===== config.mk =====
export PLATFORM = sky130hd
export DESIGN_NAME = ct_ct_sub_seq_flat
export DESIGN_NICKNAME = d
export VERILOG_FILES = /design/src/rtl/ct_ct_sub_if.sv /design/src/rtl/ct_ct_sub_seq.sv /design/src/flat_wrapper.sv
export SDC_FILE = /design/constraint.sdc
export NUM_CORES = 1
export LEC_CHECK = 0
export ABC_AREA = 1
export BUFFER_PORTS_ARGS = -buffer_cell sky130_fd_sc_hd__buf_2
export CORE_AREA = 2 2 303 305
export DETAILED_ROUTE_END_ITERATION = 7
export DIE_AREA = 0 0 305 307
export PLACE_DENSITY = 0.68
export SYNTH_ARGS = -nofsm -noshare
export SYNTH_HDL_FRONTEND = slang
export SYNTH_SLANG_ARGS = --single-unit

===== constraint.sdc =====
create_clock -name clk -period 5 [get_ports clk]
set_clock_uncertainty 0.05 [all_clocks]
set_input_delay 1 -clock clk [delete_from_list [all_inputs] [get_ports clk]]
set_output_delay 1 -clock clk [all_outputs]
set_load 0.01 [all_outputs]

===== src/rtl/ct_ct_sub_if.sv =====
// Handshake/data bundle for the sequential ciphertext subtractor.
// A ciphertext is carried as a packed [1:0][N-1:0][W-1:0] array:
// index 0 is polynomial A, index 1 is polynomial B.
//   in_valid/in_ready     : operand handshake (in_ct1 minuend, in_ct2 subtrahend)
//   out_valid/out_ready   : result handshake (out_ct registered result)
//   busy                  : block is working on or holding a job
// Modports: master = environment (producer + consumer), slave = the subtractor.
interface ct_ct_sub_if #(
    parameter int unsigned N = 8,
    parameter int unsigned W = 16
) ();
    logic                           in_valid;
    logic                           in_ready;
    logic [1:0][N-1:0][W-1:0]       in_ct1;
    logic [1:0][N-1:0][W-1:0]       in_ct2;
    logic                           out_valid;
    logic                           out_ready;
    logic [1:0][N-1:0][W-1:0]       out_ct;
    logic                           busy;

    modport master (
        output in_valid, in_ct1, in_ct2, out_ready,
        input  in_ready, out_valid, out_ct, busy
    );

    modport slave (
        input  in_valid, in_ct1, in_ct2, out_ready,
        output in_ready, out_valid, out_ct, busy
    );
endinterface


===== src/rtl/ct_ct_sub_seq.sv =====
// Sequential modular ciphertext subtractor: out_ct = (in_ct1 - in_ct2) mod QP,
// coefficient-wise on both polynomials A and B, LANES coefficients of each per cycle.
// Ports:
//   clk    : clock, all state on rising edge
//   rst_n  : asynchronous active-low reset
//   bus    : ct_ct_sub_if.slave (in_valid/in_ready/in_ct1/in_ct2,
//            out_valid/out_ready/out_ct, busy)
// Operands are latched on acceptance; the result is held in out_ct until consumed.
module ct_ct_sub_seq #(
    parameter int unsigned    N     = 8,
    parameter int unsigned    W     = 16,
    parameter logic [W-1:0]   QP    = W'(65521),
    parameter int unsigned    LANES = 4
) (
    input  logic          clk,
    input  logic          rst_n,
    ct_ct_sub_if.slave    bus
);

    localparam int unsigned Groups = N / LANES;
    localparam int unsigned IdxW   = (Groups > 1) ? $clog2(Groups) : 1;
    localparam int unsigned KW     = (N > 1) ? $clog2(N) : 1;

    if ((N % LANES) != 0) begin : g_lanes_check
        $error("ct_ct_sub_seq: N must be a multiple of LANES");
    end

    typedef logic [1:0][N-1:0][W-1:0] ct_t;

    typedef enum logic [1:0] {
        StIdle,
        StRun,
        StDone
    } state_e;

    state_e          state_q, state_d;
    logic [IdxW-1:0] idx_q, idx_d;
    ct_t             op1_q, op1_d;
    ct_t             op2_q, op2_d;
    ct_t             out_q, out_d;
    logic [KW-1:0]   k;

    // Single conditional correction: add QP back only when the difference wrapped.
    function automatic logic [W-1:0] sub_mod(input logic [W-1:0] a, input logic [W-1:0] b);
        logic [W:0] d;
        logic [W:0] dc;
        d  = {1'b0, a} - {1'b0, b};
        dc = d + {1'b0, QP};
        if (a >= b) begin
            return d[W-1:0];
        end
        return dc[W-1:0];
    endfunction

    always_comb begin
        state_d = state_q;
        idx_d   = idx_q;
        op1_d   = op1_q;
        op2_d   = op2_q;
        out_d   = out_q;
        k       = '0;
        unique case (state_q)
            StIdle: begin
                if (bus.in_valid) begin
                    op1_d   = bus.in_ct1;
                    op2_d   = bus.in_ct2;
                    idx_d   = '0;
                    state_d = StRun;
                end
            end
            StRun: begin
                for (int unsigned j = 0; j < LANES; j++) begin
                    k           = KW'(32'(idx_q) * LANES + j);
                    out_d[0][k] = sub_mod(op1_q[0][k], op2_q[0][k]);
                    out_d[1][k] = sub_mod(op1_q[1][k], op2_q[1][k]);
                end
                if (idx_q == IdxW'(Groups - 1)) begin
                    state_d = StDone;
                end else begin
                    idx_d = idx_q + 1'b1;
                end
            end
            StDone: begin
                if (bus.out_ready) begin
                    state_d = StIdle;
                end
            end
            default: state_d = StIdle;
        endcase
    end

    always_ff @(posedge clk or negedge rst_n) begin
        if (!rst_n) begin
            state_q <= StIdle;
            idx_q   <= '0;
            op1_q   <= '0;
            op2_q   <= '0;
            out_q   <= '0;
        end else begin
            state_q <= state_d;
            idx_q   <= idx_d;
            op1_q   <= op1_d;
            op2_q   <= op2_d;
            out_q   <= out_d;
        end
    end

    // Pure decodes of registered state: no path from in_valid/out_ready to outputs.
    assign bus.in_ready  = (state_q == StIdle);
    assign bus.out_valid = (state_q == StDone);
    assign bus.busy      = (state_q != StIdle);
    assign bus.out_ct    = out_q;

endmodule


===== src/flat_wrapper.sv =====
// flat-port wrapper written by rule: the top's interface ports become plain ports
module ct_ct_sub_seq_flat 
#(
    parameter int unsigned    N     = 8,
    parameter int unsigned    W     = 16,
    parameter logic [W-1:0]   QP    = W'(65521),
    parameter int unsigned    LANES = 4
)
  (clk, rst_n, bus_in_valid, bus_in_ct1, bus_in_ct2, bus_out_ready, bus_in_ready, bus_out_valid, bus_out_ct, bus_busy);
  ct_ct_sub_if #(.N(N), .W(W)) bus_i ();
  input  logic clk;
  input  logic rst_n;
  input wire logic [$bits(bus_i.in_valid)-1:0] bus_in_valid;
  input wire logic [$bits(bus_i.in_ct1)-1:0] bus_in_ct1;
  input wire logic [$bits(bus_i.in_ct2)-1:0] bus_in_ct2;
  input wire logic [$bits(bus_i.out_ready)-1:0] bus_out_ready;
  output wire logic [$bits(bus_i.in_ready)-1:0] bus_in_ready;
  output wire logic [$bits(bus_i.out_valid)-1:0] bus_out_valid;
  output wire logic [$bits(bus_i.out_ct)-1:0] bus_out_ct;
  output wire logic [$bits(bus_i.busy)-1:0] bus_busy;
  assign bus_i.in_valid = bus_in_valid;
  assign bus_i.in_ct1 = bus_in_ct1;
  assign bus_i.in_ct2 = bus_in_ct2;
  assign bus_i.out_ready = bus_out_ready;
  assign bus_in_ready = bus_i.in_ready;
  assign bus_out_valid = bus_i.out_valid;
  assign bus_out_ct = bus_i.out_ct;
  assign bus_busy = bus_i.busy;
  ct_ct_sub_seq #(.N(N), .W(W), .QP(QP), .LANES(LANES)) u_core (.clk(clk), .rst_n(rst_n), .bus(bus_i));
endmodule

==> metrics.txt <==
fin util=56.0%; total clock sinks=771; final setup fails=0; Post-synth EDFFs=0; Synth area leaders=dfrtp_1 45%, nand2_1 29%, ha_1 4.0%; final cell count without fillers=7875; Core Area=90700 um^2; count leader, synth=nand2_1; Slew HR=29.7%; DRT iter0 DRCs=3602; Fill cells=8780; DRT Wirelength=148000 um; IO Pins=775; #FFs+latches synth=771; unrepaired setup endpoints after global routing=no; crit start category=flop; Worst Max-Slew Pin Slew=1050 ps; H-tree depth=3; status=finished clean; Yosys cell types=40; port bufs=774; CTS tree=built; synth warn=0; top-area cell type share of the netlist area=45.2%; drt wl/cell=18.8 um; Layout Nets=7274; Final period util=82.4%; syn_area_per_cell=7.23 um^2; vias in the first global route=39000; antenna-violating nets left=0; Max-cap violations=0; row count=111; min cycle time layout=4120 ps; number of setup buffers added after CTS=0; Clock Latency Late Sink=660 ps; highest clock rate=243 MHz; first-pass GRT wire length=226000 um; Sum Neg Setup Slack=0 ps; initial antenna violation count=15; hold buffer count at CTS=0; total track usage=31.1%; Critical Path End Type=flop; Main synth FF type=dfrtp_1; critical path class=reg -> reg; CTS clk-pin slew, worst paths=60 ps; fraction of layout cells with a size suffix above 1=16.1%; synth-to-layout area growth=18.9%; Crit Path Max Fanout=74; post_cts resized=0; dominant cell type by area after synthesis=dfrtp_1; fin area=50800 um^2; die width=305 um; placed cells=7712; cells after synthesis=5906; via count=40500; Vias/cell=5.15; placed inst area=47900 um^2; Initial Utilization=47.1%; largest stage delay on the critical path=630 ps; WP data arrival=4670 ps; clock buffer depth=3; post-synthesis sequential area ratio=45.2%; CP max stage cell=dfrtp_4; CTS root buf=clkbuf_16; grt ovf=0; TritonCTS buffer count=86; largest net degree at the start of global routing=151; drt pass-1 iters=6; CP cell instances=buf_12, mux2i_1, ha_1, inv_1, fa_1, nand3_1, nand3_1, xnor2_1, nand2_1, nor2_1, nand2_1, nor2_2, nand2_1, xor2_1, nand2_1, nand2_1; Synth Net Count=6566; detailed-route DRC error count=0; Max Slew Vio Count=0; GPL Wtd Cong=0.934; die height=307 um; most used cell, CP=nand2_1; FFs w/ async S/R, synth=100%; worst hold path class=in -> async; commonest cells in the netlist=3248 x nand2_1, 771 x dfrtp_1, 405 x inv_1; Detail Placement HPWL=113000 um; Worst EP required=5550 ps; Cell Area, Synth=42700 um^2; endpoints failing hold=0; Die Footprint=93600 um^2
## cells in the final DEF, fill, tap and decap left out, types with 4 or more instances in the layout
master	instances
nor2_2	13
buf_4	43
bufinv_16	8
buf_12	13
clkinv_2	21
buf_2	773
inv_1	403
inv_2	7
nand3b_1	20
dfrtp_1	770
fa_1	8
o21bai_1	6
o21ai_0	101
xor2_1	67
nand3_2	14
and2_1	9
nand4_1	56
inv_6	7
clkbuf_8	17
nor2_1	200
nand3_1	259
diode_2	9
nor3_2	4
nor2_4	6
nand2_2	18
mux2i_1	145
nor3_1	22
clkbuf_1	8
a21oi_1	82
xnor2_1	35
o21ai_1	7
ha_1	136
o21a_1	20
or2_2	20
clkbuf_16	87
clkinvlp_4	4
nand2_1	3247
## worst max-delay path, delay by kind of cell (launching register included)
kind / cells / cell delay [ps]
and+or+nand+nor: 9 / 1000
adders and majority gates: 2 / 700
xor gates and xnor gates: 2 / 700
DFF: 1 / 630
buffers and inverters: 2 / 500
muxes: 1 / 390
## worst paths after layout
kind,startpoint,to,slack [ps],cells after the start
worst max-delay path,u_core.idx_q,u_core.bus.out_ct[154],880,16
worst min-delay path,rst_n,u_core.op2_q[115],300,1
worst max register to register,u_core.idx_q,u_core.bus.out_ct[154],880,16
worst min register to register,u_core.bus.out_ct[133],u_core.bus.out_ct[133],420,2
max in group asynchronous,rst_n,u_core.bus.out_ct[22],3230,3
min in group clk,u_core.bus.out_ct[133],u_core.bus.out_ct[133],420,2
## registers in the layout, indices dropped and copies added, names as in the netlist
register / flops
u_core.state_q: 2
u_core.bus.out_ct: 256
u_core.idx_q: 1
u_core.op1_q: 256
u_core.op2_q: 256
## through the flow
step	hold slack (ps)	setup slack, ps
after floorplan	394	1500
after global placement	407	1000
after detailed placement	410	922
after CTS	379	907
after global routing	356	550
final	302	879
## layer usage
metal	GRT usage [%]	share of wire [%]	up-vias
li1	-	-	19700
met1	41.1	43	19100
met2	49.6	46	1378
met3	6.70	7.2	309
met4	13.2	4.5	14
met5	0	0.054	-
## logic make-up (layout without fill, tap and decap cells)
group                    Yosys count  in the layout  synth area share (%)
XOR/XNOR                         104            104                  2.17
flip-flops                       771            771                  45.2
multiplexers                     145            145                  3.40
adder cells (fa/ha/maj)          144            144                  4.36
other                              0              9                     0
buffers and inverters            624           1398                  5.66
AO/OA/AOI/OAI                    221            221                  2.77
AND/OR/NAND/NOR                 3897           3897                  36.5
## final cells by class
cell class                 count  area [um^2]  share of cell area (%)
antenna                        9         22.5                  0.0443
clock buffer                 112         2440                    4.81
clock inverter                42          469                   0.924
inverter                     414         1580                    3.10
multi-input combinational   4511        21000                    41.4
sequential                   771        19300                    38.0
tap                         1186         1480                    2.92
timing repair buffer         830         4470                    8.79
Power is not shown: default switching activity piles up to over one toggle a cycle in this logic, so the estimate is an artifact.
